$ cat src/rtl/alu_mc.sv
// Multi-cycle ALU with a ready/valid request and result handshake.
// Logic and add/sub ops finish one cycle after accept. MULU and DIVU use a
// bit-serial datapath that runs for WIDTH iterations. The result stays held
// until the consumer takes it.
module alu_mc #(
    parameter int unsigned WIDTH = 32
) (
    input  logic             clk,
    input  logic             rst_n,
    input  logic             in_valid,
    output logic             in_ready,
    input  logic [3:0]       op,
    input  logic [WIDTH-1:0] a,
    input  logic [WIDTH-1:0] b,
    output logic             out_valid,
    input  logic             out_ready,
    output logic [WIDTH-1:0] result,
    output logic [WIDTH-1:0] result_hi,
    output logic             zero,
    output logic             div0,
    output logic             bad_op
);

    localparam int unsigned CW = $clog2(WIDTH + 1);

    localparam logic [3:0] OP_AND  = 4'b0000;
    localparam logic [3:0] OP_OR   = 4'b0001;
    localparam logic [3:0] OP_ADD  = 4'b0010;
    localparam logic [3:0] OP_SUB  = 4'b0110;
    localparam logic [3:0] OP_SLT  = 4'b0111;
    localparam logic [3:0] OP_NOR  = 4'b1100;
    localparam logic [3:0] OP_MULU = 4'b1000;
    localparam logic [3:0] OP_DIVU = 4'b1001;

    typedef enum logic [1:0] {IDLE, CALC, DONE} state_t;

    state_t           state;
    logic [3:0]       op_r;
    logic [WIDTH-1:0] opnd;      // multiplicand (MULU) or divisor (DIVU)
    logic [WIDTH-1:0] acc_hi;    // partial product high / running remainder
    logic [WIDTH-1:0] acc_lo;    // multiplier bits / dividend-then-quotient bits
    logic [CW-1:0]    cnt;

    logic [WIDTH-1:0] quick_res;
    logic             quick_bad;
    logic [WIDTH:0]   mul_sum;
    logic [WIDTH:0]   shifted;
    logic             ge;
    logic [WIDTH-1:0] diff;
    logic [WIDTH-1:0] step_hi;
    logic [WIDTH-1:0] step_lo;

    // Single-cycle operations, evaluated directly from the request operands
    always_comb begin
        quick_res = '0;
        quick_bad = 1'b0;
        case (op)
            OP_AND:  quick_res = a & b;
            OP_OR:   quick_res = a | b;
            OP_ADD:  quick_res = a + b;
            OP_SUB:  quick_res = a - b;
            OP_SLT:  quick_res = {{(WIDTH-1){1'b0}}, ($signed(a) < $signed(b))};
            OP_NOR:  quick_res = ~(a | b);
            default: quick_bad = 1'b1;
        endcase
    end

    // One shift-add or restoring-division iteration on the accumulators.
    // A zero divisor always passes the compare. This leaves an all-ones
    // quotient and the dividend as the remainder without needing a special case.
    always_comb begin
        mul_sum = {1'b0, acc_hi} + (acc_lo[0] ? {1'b0, opnd} : '0);
        shifted = {acc_hi, acc_lo[WIDTH-1]};
        ge      = shifted >= {1'b0, opnd};
        diff    = shifted[WIDTH-1:0] - opnd;
        step_hi = '0;
        step_lo = '0;
        if (op_r == OP_MULU) begin
            step_hi = mul_sum[WIDTH:1];
            step_lo = {mul_sum[0], acc_lo[WIDTH-1:1]};
        end else if (ge) begin
            step_hi = diff;
            step_lo = {acc_lo[WIDTH-2:0], 1'b1};
        end else begin
            step_hi = shifted[WIDTH-1:0];
            step_lo = {acc_lo[WIDTH-2:0], 1'b0};
        end
    end

    // Control FSM with registered handshake and result outputs
    always_ff @(posedge clk or negedge rst_n) begin
        if (!rst_n) begin
            state     <= IDLE;
            in_ready  <= 1'b1;
            out_valid <= 1'b0;
            result    <= '0;
            result_hi <= '0;
            zero      <= 1'b1;
            div0      <= 1'b0;
            bad_op    <= 1'b0;
            cnt       <= '0;
            op_r      <= '0;
            opnd      <= '0;
            acc_hi    <= '0;
            acc_lo    <= '0;
        end else begin
            case (state)
                IDLE: begin
                    if (in_valid) begin
                        op_r     <= op;
                        in_ready <= 1'b0;
                        if (op == OP_MULU || op == OP_DIVU) begin
                            state  <= CALC;
                            cnt    <= '0;
                            opnd   <= (op == OP_MULU) ? a : b;
                            acc_hi <= '0;
                            acc_lo <= (op == OP_MULU) ? b : a;
                        end else begin
                            state     <= DONE;
                            out_valid <= 1'b1;
                            result    <= quick_res;
                            result_hi <= '0;
                            zero      <= (quick_res == '0);
                            div0      <= 1'b0;
                            bad_op    <= quick_bad;
                        end
                    end
                end
                CALC: begin
                    acc_hi <= step_hi;
                    acc_lo <= step_lo;
                    cnt    <= cnt + CW'(1);
                    if (cnt == CW'(WIDTH - 1)) begin
                        state     <= DONE;
                        out_valid <= 1'b1;
                        result    <= step_lo;
                        result_hi <= step_hi;
                        zero      <= (step_lo == '0);
                        div0      <= (op_r == OP_DIVU) && (opnd == '0);
                        bad_op    <= 1'b0;
                    end
                end
                DONE: begin
                    if (out_ready) begin
                        state     <= IDLE;
                        out_valid <= 1'b0;
                        in_ready  <= 1'b1;
                    end
                end
                default: begin
                    state     <= IDLE;
                    out_valid <= 1'b0;
                    in_ready  <= 1'b1;
                end
            endcase
        end
    end

endmodule

$ cat config.mk
export PLATFORM = sky130hd
export DESIGN_NAME = alu_mc
export DESIGN_NICKNAME = d
export VERILOG_FILES = /design/src/rtl/alu_mc.sv
export SDC_FILE = /design/constraint.sdc
export NUM_CORES = 1
export LEC_CHECK = 0
export ABC_AREA = 1
export CAP_MARGIN = 20
export CORE_ASPECT_RATIO = 0.6
export CORE_MARGIN = 2
export CORE_UTILIZATION = 61
export CTS_CLUSTER_SIZE = 24
export DETAILED_ROUTE_END_ITERATION = 10
export PLACE_DENSITY = 0.78
export SETUP_SLACK_MARGIN = 0.3
export SLEW_MARGIN = 5
export SYNTH_ARGS = -nofsm -noshare
export SYNTH_HDL_FRONTEND = slang
export SYNTH_SLANG_ARGS = --single-unit
$ cat constraint.sdc
create_clock -name clk -period 3.1 [get_ports clk]
set_input_delay 0.93 -clock clk [delete_from_list [all_inputs] [get_ports clk]]
set_output_delay 0.93 -clock clk [all_outputs]
set_load 0.03 [all_outputs]
==> impl_metrics.py, run 1 <==
metrics = {
    "outcome": {
        "status": "stopped before the end",
        "lastStage": "global routing (5_1_grt)",
        "firstError": "[ERROR GRT-0232] Routing congestion too high. Check the congestion heatmap in the GUI.",
    },
    "placement": {
        "portBuffers": 140,
        "placed_area_um2": 24800,
        "hpwl_um": 68500,
        "gp_congestion": 1.17,
        "placed_cells": 4147,
    },
    "floorplanning": {
        "die_height_um": 143,
        "die_x_um": 236,
        "ioPinCount": 141,
        "fp-row-count": 50,
        "start_util": 0.625,
    },
    "synthesis": {
        "async_reset_ff_frac": 1.00,
        "seq_area_frac_synth": 0.226,
        "synthesis.area_um2": 19600,
        "synth_top_area_frac": 0.223,
        "synth_cell_type_count": 53,
        "synthFlopType": "dfrtp_1",
        "synth_fp_nets": 3493,
        "yosys_warnings": 0,
        "synthTopCellsByArea": "dfrtp_1, nand2_1, ha_1",
        "ys_ff_latch": 177,
        "synth_top_area_cell": "dfrtp_1",
        "synth_edf_count": 0,
        "avgSynthCellArea_um2": 6.05,
        "synthCells": 3244,
    },
    "cts": {
        "cts-htree-levels": 4,
        "clockBufferDepth": 2,
        "ctsHoldBuffers": 0,
        "cts-buffers-inserted": 17,
        "cts.sinks": 177,
        "root_buffer": "clkbuf_16",
    },
    "timing": {
        "worst_path_end_type": "register data pin",
        "grt_repair_worst_endpoint": "acc_hi[26]$_DFFE_PN0P_/D",
    },
    "global_routing": {
        "grt_max_degree": 69,
        "grtUsageTotal": 0.866,
        "overflow": 305,
    },
}
## per-layer routing
metal | overflow | global-route usage
met1 | 18 | 0.859
met2 | 166 | 0.985
met3 | 15 | 0.778
met4 | 102 | 0.844
met5 | 4 | 0.592
## Yosys cell counts, drive strengths merged (24+ instances only)
library cell	instances
dfrtp	175
a221oi	24
or2	43
nand4	33
inv	512
nor3	32
o21ai	242
nand3	234
nor2	347
a31oi	61
clkbuf	67
a21oi	218
buf	47
nand2	905
ha	173
## kinds of logic after synthesis
kind of cell               share of synthesized area
buffers and inverters                          0.125
xor gates and xnor gates                      0.0107
muxes                                        0.00969
AOI/OAI and AO/OA                              0.172
and+or+nand+nor                                0.343
adders and majority gates                      0.114
DFF                                            0.226
## repair_timing
action                                  in CTS
pin swaps                                  117
endpoints found under the setup margin      84
gates cloned                                 0
resized for setup                          532
setup buffers                               28
## per-stage QoR
step	TNS (ps)	setup slack [ps]	hold WS (ps)
detailed placement	-16080	-982	464
CTS	0	206	483
floorplan	0	305	453
global placement	-13120	-941	462
==> inputs of run 2 (changes only) <==
CORE_ASPECT_RATIO = not set   (was 0.6)
CORE_UTILIZATION = 40   (was 61)
CTS_CLUSTER_SIZE = not set   (was 24)
PLACE_DENSITY = not set   (was 0.78)
PLACE_DENSITY_LB_ADDON = 0.15   (was not set)
SETUP_SLACK_MARGIN = not set   (was 0.3)
==> impl_metrics.py, run 2 <==
metrics = {
    "cts": {
        "clk-insertion-delay-late_ps": 460,
        "clockBufferDepth": 2,
        "cts.sinks": 177,
        "cts.reportedPaths.clkPinSlew_ps": 80,
        "cts_tree": "done",
        "cts-buffers-inserted": 17,
        "cts-htree-levels": 4,
        "ctsHoldBuffers": 0,
        "root_buffer": "clkbuf_16",
    },
    "timing": {
        "relSlewSlack": 0.522,
        "finalSetupTns_ps": -13.1,
        "setup_ws_ps": -13.1,
        "slew_violations": 0,
        "setup_viol": 1,
        "grt_setup_unrepaired": "yes",
        "worstMarginPinSlew_ps": 710,
        "fmax_mhz": 321,
        "period_share": 1.00,
        "hold_viol_final": 0,
        "timing.final.crit_period_ps": 3110,
        "finClkSkew_ps": 15.7,
    },
    "global_routing": {
        "grt_pass1_wl_um": 133000,
        "grt_pass1_vias": 23600,
        "overflow": 0,
        "grtUsageTotal": 0.344,
        "antenna_found_initial": 1,
        "grt_max_degree": 69,
    },
    "power_and_ir_drop": {
        "pwr-share-seq": 0.203,
        "power.total_mw": 20.8,
        "p_leak_nw": 14.6,
        "p_int_mw": 9.93,
        "vdd_drop_max_mv": 0.409,
        "clockPowerShare": 0.099,
        "power_switching_mw": 10.8,
        "power.density_nw_per_um2": 753,
        "swShare": 0.522,
        "p_comb_frac": 0.698,
    },
    "layout": {
        "mostFrequentLayoutCell": "nand2_1",
        "final_core_util": 0.567,
        "nets": 4107,
        "final_cell_mix": "nand2_1, buf_4, inv_1",
        "drive_gt1_frac": 0.245,
        "n_antenna_cell": 0,
        "area_growth_pct": 40.5,
    },
    "setup_path": {
        "required_ps": 3490,
        "worstSetupPathType": "in2reg",
        "path_buf_inv": 5,
        "slowest_stage": "clkdlybuf4s50_1",
        "arrival_ps": 3500,
        "crit_path_max_incr_delay_ps": 500,
        "cp_cell_sequence": "clkdlybuf4s50_1, inv_1, ha_4, buf_4, o21bai_2, inv_1, nand2_1, buf_4, nor2_2, nand4_1, nand3_1, nand3_2, nor2_2, nand3_2, nor2_4, nand2_2, a21oi_2",
        "critical-path-top-delay-family": "simple AND/OR/NAND/NOR gates",
        "cp_max_fo": 7,
        "end_kind": "register",
        "critPathLaunchType": "primary input",
    },
    "route": {
        "vias_per_cell": 5.31,
        "routed_wl_um": 87300,
        "wire_per_inst_um": 19.4,
        "drt_pass1_iterations": 6,
        "drt_iter0_markers": 1902,
        "vias": 23900,
        "drc": 0,
        "ant_nets": 0,
    },
    "synthesis": {
        "synth_edf_count": 0,
        "yosys_warnings": 0,
        "synthCells": 3244,
        "synth_fp_nets": 3493,
        "synthFlopType": "dfrtp_1",
        "synth_top_area_cell": "dfrtp_1",
        "synthTopCellsByCount": "nand2_1, inv_1, nor2_1, nand3_1, o21ai_0",
        "synthTopCellsByArea": "dfrtp_1, nand2_1, ha_1",
        "seq_area_frac_synth": 0.226,
        "synth_cell_type_count": 53,
        "avgSynthCellArea_um2": 6.05,
        "async_reset_ff_frac": 1.00,
        "ys_ff_latch": 177,
        "synthesis.area_um2": 19600,
        "synth_top_area_frac": 0.223,
        "synth.most_common_cell": "nand2_1",
    },
    "placement": {
        "gp_congestion": 1.05,
        "pre_cts_ws_ps": -1190,
        "hpwl_um": 72200,
        "portBuffers": 140,
    },
    "floorplanning": {
        "ioPinCount": 141,
        "dieArea_um2": 50900,
        "start_util": 0.404,
        "die_x_um": 226,
        "fp-row-count": 81,
        "core_um2": 48600,
        "die_height_um": 226,
    },
    "outcome": {
        "status": "finished, violations left",
        "violations": "setup timing",
    },
    "min_path": {
        "worstHoldPathType": "in2async",
    },
    "job": {
        "cap_violations": 0,
    },
}
[run 2: cell counts after synthesis]
Identical to the previous run, type by type.
[run 2: final timing paths]
check,start,to,slack [ps],cells after the start
max in group asynchronous,rst_n,zero,1840,2
hold / removal,rst_n,result_hi[4],480,1
hold reg to reg,result_hi[21],result_hi[21],480,2
setup reg to reg,acc_lo[31],result_hi[22],150,15
setup / recovery,a[24],zero,-10,17
min in group clk,result_hi[21],result_hi[21],480,2
[run 2: area by class of cell]
type,count,area (um^2)
clock buffer,18,429
clock inverter,13,104
fill,4895,21100
inverter,514,1940
multi-input combinational,2439,14000
sequential,177,4430
tap,622,778
timing repair buffer,709,5930
[run 2: per-layer routing]
| metal | share of wire | vias up | GRT usage |
|---|---|---|---|
| met4 | 0.048 | 0 | 0.156 |
| met2 | 0.46 | 860 | 0.569 |
| met5 | 0 | - | 0 |
| met3 | 0.058 | 175 | 0.0394 |
| li1 | - | 11700 | - |
| met1 | 0.44 | 11100 | 0.449 |
[run 2: cells by family after synthesis]
kind of cell | Yosys count | share of synthesized area
AO/OA/AOI/OAI | 599 | 0.172
XOR/XNOR | 24 | 0.0107
adder cells (fa/ha/maj) | 177 | 0.114
buffers and inverters | 628 | 0.125
flip-flops | 177 | 0.226
multiplexers | 19 | 0.00969
AND/OR/NAND/NOR | 1620 | 0.343
[run 2: power by group through the flow]
stage | Combinational (mW) | Clock, mW | Sequential, mW
final | 14.5 | 2.06 | 4.21
after CTS | 14.3 | 2.08 | 4.18
after floorplan | 8.10 | 0 | 4.46
after global placement | 13.8 | 0 | 4.19
after detailed placement | 13.9 | 0 | 4.21
after global routing | 15.9 | 2.18 | 4.30
[run 2: metrics by stage]
| step | cells | area [um^2] | hold WS [ps] |
|---|---|---|---|
| global placement | 4440 | 25700 | 463 |
| finish | 4492 | 27600 | 479 |
| floorplan | 3244 | 19600 | 453 |
| detailed placement | 4440 | 25700 | 465 |
| CTS | 4484 | 27200 | 484 |
| global route | 4492 | 27600 | 503 |
[run 2: what timing repair did]
item,CTS,global route
pin swaps,50,33
endpoints found under the setup margin,17,22
setup buffers,13,8
gates resized for setup,303,94
Note: power is estimated with default switching activity, not from simulation.
